File: src/rtl/hbridge_deadtime.sv
// H-bridge gate stage: three-level SPWM command in, four dead-time-protected gates out.
// Optional HBRIDGE_MIN_ON_EN adds a minimum high-side on-time per leg.

module hbridge_deadtime_leg #(
  parameter int DT_CYCLES = 16,
  parameter int NB_DT     = 8,
  parameter int MIN_ON    = 8
) (
  input  logic i_clk,
  input  logic i_rst,
  input  logic i_kill,
  input  logic i_req_high,
  output logic o_hi_on,
  output logic o_lo_on,
  output logic o_active
);

  typedef enum logic [2:0] {
    S_OFF,
    S_LOW,
    S_RISE,
    S_HIGH,
    S_FALL
  } state_t;

  localparam logic [NB_DT-1:0] DT_RELOAD = NB_DT'(DT_CYCLES - 1);

  if (DT_CYCLES < 1 || DT_CYCLES > (2 ** NB_DT) - 1 || MIN_ON < 1) begin : g_bad_params
    $error("hbridge_deadtime_leg: DT_CYCLES must fit NB_DT and MIN_ON must be >= 1");
  end

  state_t           state_q, state_d;
  logic [NB_DT-1:0] cnt_q, cnt_d;
  logic             dt_done;
  logic             min_on_met;

`ifdef HBRIDGE_MIN_ON_EN
  localparam int NB_ON = (MIN_ON > 1) ? $clog2(MIN_ON + 1) : 1;
  localparam logic [NB_ON-1:0] ON_LAST = NB_ON'(MIN_ON - 1);

  logic [NB_ON-1:0] on_cnt_q, on_cnt_d;

  // Counts completed HIGH cycles; restarts on every entry into HIGH.
  always_comb begin
    on_cnt_d = on_cnt_q;
    if (state_q != S_HIGH) begin
      on_cnt_d = '0;
    end else if (on_cnt_q != ON_LAST) begin
      on_cnt_d = on_cnt_q + 1'b1;
    end
  end

  always_ff @(posedge i_clk or posedge i_rst) begin
    if (i_rst) begin
      on_cnt_q <= '0;
    end else begin
      on_cnt_q <= on_cnt_d;
    end
  end

  assign min_on_met = (on_cnt_q >= ON_LAST);
`else
  assign min_on_met = 1'b1;
`endif

  assign dt_done = (cnt_q == '0);

  always_comb begin
    // NOTE: every output of this block gets a default first so no path can infer a latch.
    state_d = state_q;
    cnt_d   = cnt_q;
    if (i_kill) begin
      state_d = S_OFF;
      cnt_d   = DT_RELOAD;
    end else begin
      unique case (state_q)
        S_OFF: begin
          if (dt_done) state_d = S_LOW;
          else         cnt_d   = cnt_q - 1'b1;
        end
        S_LOW: begin
          if (i_req_high) begin
            state_d = S_RISE;
            cnt_d   = DT_RELOAD;
          end
        end
        S_RISE: begin
          if (!i_req_high)  state_d = S_LOW;
          else if (dt_done) state_d = S_HIGH;
          else              cnt_d   = cnt_q - 1'b1;
        end
        S_HIGH: begin
          if (!i_req_high && min_on_met) begin
            state_d = S_FALL;
            cnt_d   = DT_RELOAD;
          end
        end
        S_FALL: begin
          if (i_req_high)   state_d = S_HIGH;
          else if (dt_done) state_d = S_LOW;
          else              cnt_d   = cnt_q - 1'b1;
        end
        default: begin
          state_d = S_OFF;
          cnt_d   = DT_RELOAD;
        end
      endcase
    end
  end

  // NOTE: sequential state uses non-blocking assignments so all flops update together.
  always_ff @(posedge i_clk or posedge i_rst) begin
    if (i_rst) begin
      state_q <= S_OFF;
      cnt_q   <= DT_RELOAD;
    end else begin
      state_q <= state_d;
      cnt_q   <= cnt_d;
    end
  end

  assign o_hi_on  = (state_q == S_HIGH);
  assign o_lo_on  = (state_q == S_LOW);
  assign o_active = (state_q != S_OFF);

endmodule

module hbridge_deadtime #(
  parameter int DT_CYCLES = 16,
  parameter int NB_DT     = 8,
  parameter int MIN_ON    = 8
) (
  input  logic       i_clk,
  input  logic       i_rst,
  input  logic       i_en,
  input  logic [1:0] i_pwm,
  input  logic       i_fault,
  input  logic       i_fault_clr,
  output logic [3:0] o_gate,
  output logic       o_fault,
  output logic       o_ready
);

  logic [1:0] r_pwm_q;
  logic       fault_q, fault_d;
  logic [3:0] gate_q, gate_d;
  logic       kill_state, kill_gate;
  logic       a_hi, a_lo, a_act;
  logic       b_hi, b_lo, b_act;

  assign kill_state = !i_en || fault_q;
  // A raw fault blanks the gates at the same edge that latches o_fault.
  assign kill_gate  = kill_state || i_fault;
  assign fault_d    = i_fault || (fault_q && !i_fault_clr);

  hbridge_deadtime_leg #(
    .DT_CYCLES (DT_CYCLES),
    .NB_DT     (NB_DT),
    .MIN_ON    (MIN_ON)
  ) u_leg_a (
    .i_clk      (i_clk),
    .i_rst      (i_rst),
    .i_kill     (kill_state),
    .i_req_high (r_pwm_q == 2'b01),
    .o_hi_on    (a_hi),
    .o_lo_on    (a_lo),
    .o_active   (a_act)
  );

  hbridge_deadtime_leg #(
    .DT_CYCLES (DT_CYCLES),
    .NB_DT     (NB_DT),
    .MIN_ON    (MIN_ON)
  ) u_leg_b (
    .i_clk      (i_clk),
    .i_rst      (i_rst),
    .i_kill     (kill_state),
    .i_req_high (r_pwm_q == 2'b11),
    .o_hi_on    (b_hi),
    .o_lo_on    (b_lo),
    .o_active   (b_act)
  );

  assign gate_d = kill_gate ? 4'b0000 : {b_lo, b_hi, a_lo, a_hi};

  always_ff @(posedge i_clk or posedge i_rst) begin
    if (i_rst) begin
      r_pwm_q <= 2'b00;
      fault_q <= 1'b0;
      gate_q  <= 4'b0000;
    end else begin
      r_pwm_q <= i_pwm;
      fault_q <= fault_d;
      gate_q  <= gate_d;
    end
  end

  assign o_gate  = gate_q;
  assign o_fault = fault_q;
  assign o_ready = a_act && b_act;

endmodule

File: config.mk
export PLATFORM = sky130hd
export DESIGN_NAME = hbridge_deadtime
export DESIGN_NICKNAME = d
export VERILOG_FILES = /design/src/rtl/hbridge_deadtime.sv
export SDC_FILE = /design/constraint.sdc
export NUM_CORES = 1
export LEC_CHECK = 0
export CAP_MARGIN = 10
export CORE_AREA = 2 2 69 71
export CTS_CLUSTER_SIZE = 12
export DETAILED_ROUTE_END_ITERATION = 7
export DIE_AREA = 0 0 71 73
export DONT_BUFFER_PORTS = 1
export PLACE_DENSITY = 0.57
export SLEW_MARGIN = 5
export SYNTH_ARGS = -nofsm -noshare
export SYNTH_HDL_FRONTEND = slang
export SYNTH_HIERARCHICAL = 1
export SYNTH_SLANG_ARGS = --single-unit
File: constraint.sdc
create_clock -name i_clk -period 3.9 [get_ports i_clk]
set_input_delay 0.39 -clock i_clk [delete_from_list [all_inputs] [get_ports i_clk]]
set_output_delay 0.39 -clock i_clk [all_outputs]
set_load 0.02 [all_outputs]
==> results of run 1 <==
cell families after synthesis:
kind of cell / count (synthesis)
adders and majority gates: 4
muxes: 4
buffers and inverters: 16
AOI/OAI and AO/OA: 41
and+or+nand+nor: 79
DFF: 29
sequential cells by signal (all words and copies together), names as in the netlist:
name,flops
o_gate,4
u_leg_b/cnt_q,8
o_fault,1
u_leg_a/cnt_q,8
u_leg_b/state_q,3
u_leg_a/state_q,3
r_pwm_q,2
worst paths after layout:
check / endpoint / slack, ns / cells after the start
setup / recovery: u_leg_b/cnt_q[1] / 1.60 / 5
hold / removal: u_leg_a/state_q[1] / -0.007 / 1
max in group asynchronous: o_gate[0] / 3.21 / 2
setup reg to reg: u_leg_b/cnt_q[1] / 1.60 / 5
min in group i_clk: r_pwm_q[0] / 0.13 / 0
hold reg to reg: u_leg_a/cnt_q[6] / 0.48 / 1
final cells by class:
type	instances	area (sq um)
clock inverter	3	17.5
tap	54	67.6
timing repair buffer	1	10.0
clock buffer	5	68.8
inverter	8	30.0
sequential	29	736
multi-input combinational	128	902
fill	452	2700
report_power, final:
part | internal [uW] | switching (uW) | total [uW] | leakage [uW]
logic | 9.55 | 19.1 | 28.6 | 0.000319
registers | 306 | 3.77 | 310 | 0.000370
clock network | 123 | 120 | 243 | 0.0000439
total | 438 | 143 | 581 | 0.000733
synth_stat cells (3+ instances only):
cell type	count
a21oi_1	12
and2_1	6
buf_2	4
dfrtp_1	21
dfstp_2	8
ha_1	4
inv_1	8
nand2_1	12
nand2b_1	3
nand3_1	8
nand4_1	4
nor2_1	4
nor2b_1	5
nor3_1	8
nor3b_1	4
o21a_1	4
o21ai_0	10
or3_1	6
stage by stage:
stage / hold WS, ns / power [uW] / utilization / cells / worst slack [ns]
2_1_floorplan: 0.193 / 339 / - / 173 / 1.91
3_3_place_gp: 0.212 / 342 / 0.383 / 219 / 1.70
3_5_place_dp: 0.228 / 343 / 0.383 / 219 / 1.62
4_1_cts: 0.00470 / 591 / 0.404 / 228 / 1.59
5_1_grt: 0.00600 / 601 / 0.404 / 228 / 1.47
6_report: -0.00723 / 581 / 0.404 / 228 / 1.60
placed cells by master, fill, tap and decap left out, types with 2 or more instances in the layout:
cell       netlist  final
or2b_1           2      2
o21ai_0         10     10
clkinv_2         0      2
and4b_1          2      2
nand2b_4         2      2
nor2_1           4      4
nand4b_1         2      2
o21a_1           4      4
nor3_1           8      8
dfstp_2          8      8
nand2_1         12     12
ha_1             4      4
inv_1            8      8
clkbuf_8         0      5
a2111oi_2        2      2
and2_1           6      6
nand3b_1         2      2
nand2b_1         3      3
a211oi_2         2      2
a21boi_0         2      2
or3b_1           2      2
nor4_1           2      2
o41ai_1          2      2
and3b_1          2      2
nand4_1          4      4
o31a_1           2      2
a21oi_1         12     12
or3_4            2      2
o21bai_1         2      2
nor3b_1          4      4
mux2i_1          2      2
dfrtp_1         21     21
or3_1            6      6
nor2b_1          5      5
mux2_2           2      2
nand3_1          8      8
a31oi_4          2      2
worst max-delay path, stage by stage, from the launching register on:
cell and delay (ns):
dfrtp_1 0.48, nand2b_1 0.48, a211oi_2 0.45, nand4_1 0.23
or2b_1 0.25, mux2_2 0.33
per-layer routing:
metal	global-route usage	part of all wire
met1	0.170	0.48
met3	0.0331	0.026
met2	0.210	0.49
met5	0	0
met4	0.0566	0.011
==> results_dict.tcl, run 1 <==
set metrics [dict create \
    yosys.area_share.simple 0.290 \
    worstPathRequired_ns 4.11 \
    hold_path_class "input pin to asynchronous set/reset pin" \
    ys_warn_count 6 \
    grt_start_max_net_pins 13 \
    placed_cell_area_sq_um 1740 \
    wl_per_cell_microns 14.0 \
    drtPass1Iterations 4 \
    die-area_sq_um 5180 \
    critPathCaptureType "flop" \
    io_buffers 0 \
    maxCapViolations 0 \
    clock-skew-final_ns 0.00779 \
    die_y_microns 73 \
    ys.flop_type "dfrtp_1" \
    insertedDiodeCount 0 \
    num_rows 25 \
    crit_type "flop to flop" \
    timing.final.crit_share 0.589 \
    cts_root_buf "clkbuf_8" \
    fin_setup_tns_ns 0 \
    ys_seq_elements 29 \
    cts_hold_buf 1 \
    status "finished with violations" \
    routabilityCongestion 0.809 \
    vias 1254 \
    cts_setup_buffers 0 \
    fp.coreArea_sq_um 4540 \
    grtUsageTotal 0.132 \
    synth_fa_ha_area_frac 0.0291 \
    synth_compound_area_frac 0.181 \
    period_needed_ns 2.30 \
    cp-start-kind "flop" \
    power_leakage_uw 0.000733 \
    ctsResizeCount 0 \
    setup_violations 0 \
    slew_headroom 0.559 \
    startpoint "o_fault" \
    grt_pass1_wl_microns 5340 \
    synth-edff-count 0 \
    area_growth_syn_to_layout_pct 6.63 \
    initial_core_util 0.379 \
    grt_pass1_vias 1180 \
    maxSlewViolCount 0 \
    drt_iter0_drc 100 \
    syn_area_per_cell_sq_um 9.93 \
    yosysSeqAreaShare 0.428 \
    peakVddDrop_mv 0.138 \
    synth_mux_area_frac 0.0248 \
    cp_data_arrival_time_ns 2.51 \
    grt_overflow_total 0 \
    whs_ns -0.00723 \
    num_io_pins 13 \
    wirelength_microns 3200 \
    tritoncts "yes" \
    dp_hpwl_microns 2280 \
    power_density_nw_per_um2 317 \
    synth.distinct_cells 40 \
    antenna_found_initial 0 \
    netlist_instances 173 \
    synth_top_family_by_area "simple AND/OR/NAND/NOR gates" \
    cts_buffers 5 \
    violations "hold timing" \
    synth-xor-area-share 0 \
    ant_nets 0 \
    die_w_microns 71 \
    layout-drive-gt1-share 0.172 \
    clkTransAtPathRegs_ns 0.07 \
    clock_latency_ns 0.28 \
    synth_area_leaders "dfrtp_1 (31%), dfstp_2 (12%), a21oi_1 (3.5%)" \
    rsz0062_at_grt "no" \
    clkSinkCount 29 \
    regToRegStartpoint "o_fault" \
    cp_max_fo 12 \
    worst_slew_pin_slew_ns 0.661 \
    cts_max_level 2 \
    synthesis.area_sq_um 1720 \
    via_per_inst 5.50 \
    synth_top_cell_by_area "dfrtp_1" \
    final_area_sq_um 1830 \
    async_flop_share 1.00 \
    final_nets 184 \
    drc 0 \
    hold_viol_final 6 \
    synth_top_cell_area_share 0.306 \
    syn-num-nets 184 \
    clockBufferDepth 2 \
    fmax_mhz 435 \
]
(Power assumes the default switching activity.)
==> run 2, diff against run 1 <==
- clock period: 3.9 -> 2.2 ns (I/O delays scaled with it)
==> run 2 against run 1 <==
  * The run now ends clean
  * Core utilization rose by 2.0 points
  * Final cell count up 3.1%
  * Clock skew is 0.0021 ns lower
  * Register-to-register slack worse by 1.4 ns
  * Combinational power up 110%
  * Total power up 100%
==> results_dict.tcl, run 2 (synthesized netlist as in run 1, its figures left out) <==
set metrics [dict create \
    dp_hpwl_microns 2450 \
    clkTransAtPathRegs_ns 0.06 \
    p_total_uw 1170 \
    die_w_microns 71 \
    initial_core_util 0.379 \
    clkSinkCount 29 \
    clockBufferDepth 2 \
    clock_latency_ns 0.28 \
    wl_per_cell_microns 14.0 \
    n_fill_cell 431 \
    cp_data_arrival_time_ns 2.22 \
    power_density_nw_per_um2 611 \
    die-area_sq_um 5180 \
    path_cells "and2_1 -> nand2b_4 -> or3_4 -> a31oi_4 -> or2b_1 -> mux2_2" \
    timing.final.crit_share 0.916 \
    crit_family "simple AND/OR/NAND/NOR gates" \
    peakVddDrop_mv 0.290 \
    wirelength_microns 3290 \
    hold_viol_final 0 \
    fp.coreArea_sq_um 4540 \
    grt_pass1_vias 1281 \
    crit_type "flop to flop" \
    max_stage_delay_ns 0.38 \
    cp-start-kind "flop" \
    fin_setup_tns_ns 0 \
    grt_overflow_total 0 \
    worst_slew_pin_slew_ns 0.467 \
    grt_pass1_wl_microns 5590 \
    drtPass1Iterations 4 \
    final_nets 191 \
    insertedDiodeCount 0 \
    power_leakage_uw 0.000781 \
    antenna_found_initial 0 \
    ant_nets 0 \
    maxCapViolations 0 \
    drc 0 \
    die_y_microns 73 \
    rsz0062_at_grt "no" \
    cp_slowest_cell "dfrtp_1" \
    via_per_inst 5.49 \
    cts_max_level 2 \
    cts_buffers 5 \
    final_cell_mix "dfrtp_1 (21), nand2_1 (12), a21oi_1 (12), o21ai_0 (10)" \
    period_needed_ns 2.02 \
    multi_input_area_sq_um 905 \
    tritoncts "yes" \
    routabilityCongestion 0.810 \
    cp_max_fo 9 \
    status "finished, final reports clean" \
    slew_headroom 0.688 \
    maxSlewViolCount 0 \
    grt_start_max_net_pins 12 \
    cts_root_buf "clkbuf_8" \
    drt_iter0_drc 38 \
    num_rows 25 \
    vias 1291 \
    layout-drive-gt1-share 0.193 \
    area_growth_syn_to_layout_pct 11.9 \
    fmax_mhz 496 \
    setup_violations 0 \
    critPathCaptureType "flop" \
    num_io_pins 13 \
    grtUsageTotal 0.137 \
    worstPathRequired_ns 2.40 \
    hold_path_class "input pin to flop" \
    io_buffers 0 \
    cts_setup_buffers 0 \
    clock-skew-final_ns 0.00567 \
    final_common_cell "dfrtp_1" \
    regArea_sq_um 736 \
    critical_path_buf_inv_count 0 \
]
run 2: cell count changes in the layout (fill, tap and decap cells not counted):
cell	previous run	this run
clkbuf_1	0	1
clkinv_2	2	0
bufinv_16	0	1
nor2b_1	5	4
buf_4	0	5
nor2b_2	0	1
clkinvlp_4	1	0
dlygate4sd3_1	1	3
clkbuf_8	5	6
run 2: timing repair:
action                                  4_1_cts  5_1_grt
hold buffers                                  3        0
hold endpoints to repair                     23        0
gates resized for setup                       0        1
endpoints found under the setup margin        0        1
run 2: layout make-up:
| cell class | instances | share of cell area |
|---|---|---|
| clock inverter | 1 | 0.0156 |
| clock buffer | 7 | 0.0449 |
| tap | 54 | 0.0352 |
| timing repair buffer | 8 | 0.0352 |
| multi-input combinational | 128 | 0.471 |
| sequential | 29 | 0.383 |
| inverter | 8 | 0.0156 |
run 2: metrics by stage:
stage,instances,cell area [sq um],util,hold slack [ns],setup WS [ns]
floorplan,173,1720,-,0.0234,0.209
global placement,224,1770,0.391,0.0432,0.186
detailed placement,224,1770,0.391,0.0535,0.0875
CTS,235,1920,0.423,0.0281,0.0787
global route,235,1920,0.424,0.0193,0.0431
finish,235,1920,0.424,0.0372,0.185
run 2: worst paths after layout:
kind | endpoint | cells after the start | from | slack (ns)
worst max-delay path | u_leg_b/cnt_q[1] | 6 | r_pwm_q[1] | 0.18
worst min-delay path | o_fault | 1 | i_fault | 0.04
worst max register to register | u_leg_b/cnt_q[1] | 6 | r_pwm_q[1] | 0.18
worst min register to register | u_leg_b/cnt_q[6] | 1 | u_leg_b/cnt_q[6] | 0.48
max in group asynchronous | u_leg_a/cnt_q[3] | 2 | i_rst | 1.41
min in group asynchronous | o_gate[2] | 2 | i_rst | 0.36
run 2: power by group:
group / internal (uW) / switching (uW) / total (uW)
Clock: 369 / 196 / 564
Combinational: 24.5 / 36.2 / 60.7
Sequential: 542 / 6.07 / 548
Total: 935 / 238 / 1170
run 2: per-layer routing:
metal	up-vias	global-route usage	wire length, microns
li1	647	-	-
met1	623	0.159	1490
met2	15	0.236	1650
met3	6	0.0483	103
met4	0	0.0482	37
met5	-	0	0
==> run 3, diff against run 2 <==
- SLEW_MARGIN: 5 -> 40
- clock period: 2.2 -> 2.05 ns (I/O delays scaled with it)
==> run 3 against run 2 <==
  * Wire length up 3.0%
  * Non-clock buffer count grew 7
  * Die area unchanged
  * Register-to-register slack worse by 0.05 ns
  * Via count is 1.5% higher
  * Core utilization increased by 1.8 points
  * Cell area rose by 4.2%
  * Clock-buffer cell count shrank 2
  * Sequential share of layout area fell by 1.5 points
  * First-iteration DRC count increased by 74%
  * Largest cell class unchanged
==> results_dict.tcl, run 3 (synthesized netlist as in run 1, its figures left out) <==
set metrics [dict create \
    status "finished, final reports clean" \
    cts_root_buf "clkbuf_8" \
    vias 1310 \
    die-area_sq_um 5180 \
    final_area_sq_um 2000 \
    cp_max_fo 5 \
    tritoncts "yes" \
    p_total_uw 1360 \
    power_leakage_uw 0.000829 \
    worstPathRequired_ns 2.25 \
    n_fill_cell 442 \
    fin_setup_tns_ns 0 \
    power_density_nw_per_um2 679 \
    hold_viol_final 0 \
    pre_cts_ws_ns 0.112 \
    wirelength_microns 3390 \
    drtPass1Iterations 4 \
    drt_iter0_drc 66 \
    fmax_mhz 522 \
    num_io_pins 13 \
    period_needed_ns 1.91 \
    regArea_sq_um 736 \
    wl_per_cell_microns 14.0 \
    cts_max_level 2 \
    maxSlewViolCount 0 \
    grt_pass1_wl_microns 5550 \
    ant_nets 0 \
    worst_slew_pin_slew_ns 0.473 \
    via_per_inst 5.41 \
    maxCapViolations 0 \
    die_y_microns 73 \
    clock-skew-final_ns 0.00860 \
    fp.coreArea_sq_um 4540 \
    cts_buffers 5 \
    grt_overflow_total 0 \
    clockBufferDepth 2 \
    die_w_microns 71 \
    antenna_found_initial 0 \
    num_rows 25 \
    grtUsageTotal 0.138 \
    area_growth_syn_to_layout_pct 16.5 \
    final_common_cell "dfrtp_1" \
    dp_hpwl_microns 2580 \
    crit_type "flop to flop" \
    grt_pass1_vias 1287 \
    io_buffers 0 \
    peakVddDrop_mv 0.460 \
    initial_core_util 0.379 \
    whs_ns 0.0165 \
    hold_path_class "input pin to flop" \
    routabilityCongestion 0.803 \
    slew_headroom 0.684 \
    placed_cell_area_sq_um 1820 \
    setup_violations 0 \
    insertedDiodeCount 0 \
    layout-drive-gt1-share 0.223 \
    critPathCaptureType "flop" \
    drc 0 \
    cp_data_arrival_time_ns 2.11 \
    grt_start_max_net_pins 12 \
    multi_input_area_sq_um 915 \
    clock_latency_ns 0.28 \
    clkTransAtPathRegs_ns 0.07 \
    clkSinkCount 29 \
    cp-start-kind "flop" \
    final_nets 198 \
    timing.final.crit_share 0.934 \
    fin_ws_ns 0.135 \
    rsz0062_at_grt "no" \
    final_cell_mix "dfrtp_1 (21), buf_4 (12), nand2_1 (12), a21oi_1 (12), o21ai_0 (10)" \
]
==> run 3: cell count changes in the layout (fill, tap and decap cells not counted), sizes merged <==
cell,previous run,this run
buf,5,12
bufinv,1,2
clkbuf,7,5
clkinv,0,1
==> run 3: final cells by class <==
cell class	instances	area share
multi-input cells	128	0.457
repair buffers	15	0.0600
inverters	8	0.0150
clock inverters	3	0.0325
flip-flops and latches	29	0.368
well taps	54	0.0338
clock buffers	5	0.0344
==> run 3: stage by stage <==
step,util,instances
2_1_floorplan,-,173
3_3_place_gp,0.401,230
3_5_place_dp,0.401,230
4_1_cts,0.437,241
5_1_grt,0.441,242
6_report,0.441,242
==> run 3: worst max-delay path, cell delays in order, from the launching register on <==
cell and delay [ns]:
dfrtp_1 0.46, nand2b_1 0.32, a211oi_2 0.27, nand4_1 0.19, or2b_1 0.25, mux2_2 0.34
==> run 3: routing by layer <==
layer	vias to the layer above	global-route usage	share of wire	wire (microns)
li1	655	-	-	-
met1	644	0.154	0.44	1500
met2	7	0.246	0.53	1790
met3	4	0.0345	0.016	55
met4	0	0.0650	0.012	41
met5	-	0	0	0
==> run 3: power by group <==
part           switching (uW)  internal, uW  total (uW)
combinational            40.7          30.3        71.0
sequential               6.72           582         588
clock                     218           483         700
total                     265          1090        1360
==> run 3: worst paths after layout <==
kind	from	endpoint	slack, ns	depth (start not counted)
worst max-delay path	o_fault	u_leg_b/cnt_q[1]	0.14	5
worst min-delay path	i_fault	o_fault	0.02	1
worst max register to register	o_fault	u_leg_b/cnt_q[1]	0.14	5
worst min register to register	u_leg_b/cnt_q[6]	u_leg_b/cnt_q[6]	0.48	1
max in group asynchronous	i_rst	u_leg_a/cnt_q[1]	1.29	2
min in group asynchronous	i_rst	o_gate[2]	0.34	2
==> run 3: timing repair <==
item                                   4_1_cts  5_1_grt
buffers inserted                             0        1
resized for setup                            0        1
setup endpoints to repair                    0        2
endpoints found under the hold margin       23        0
hold buffers                                 3        0
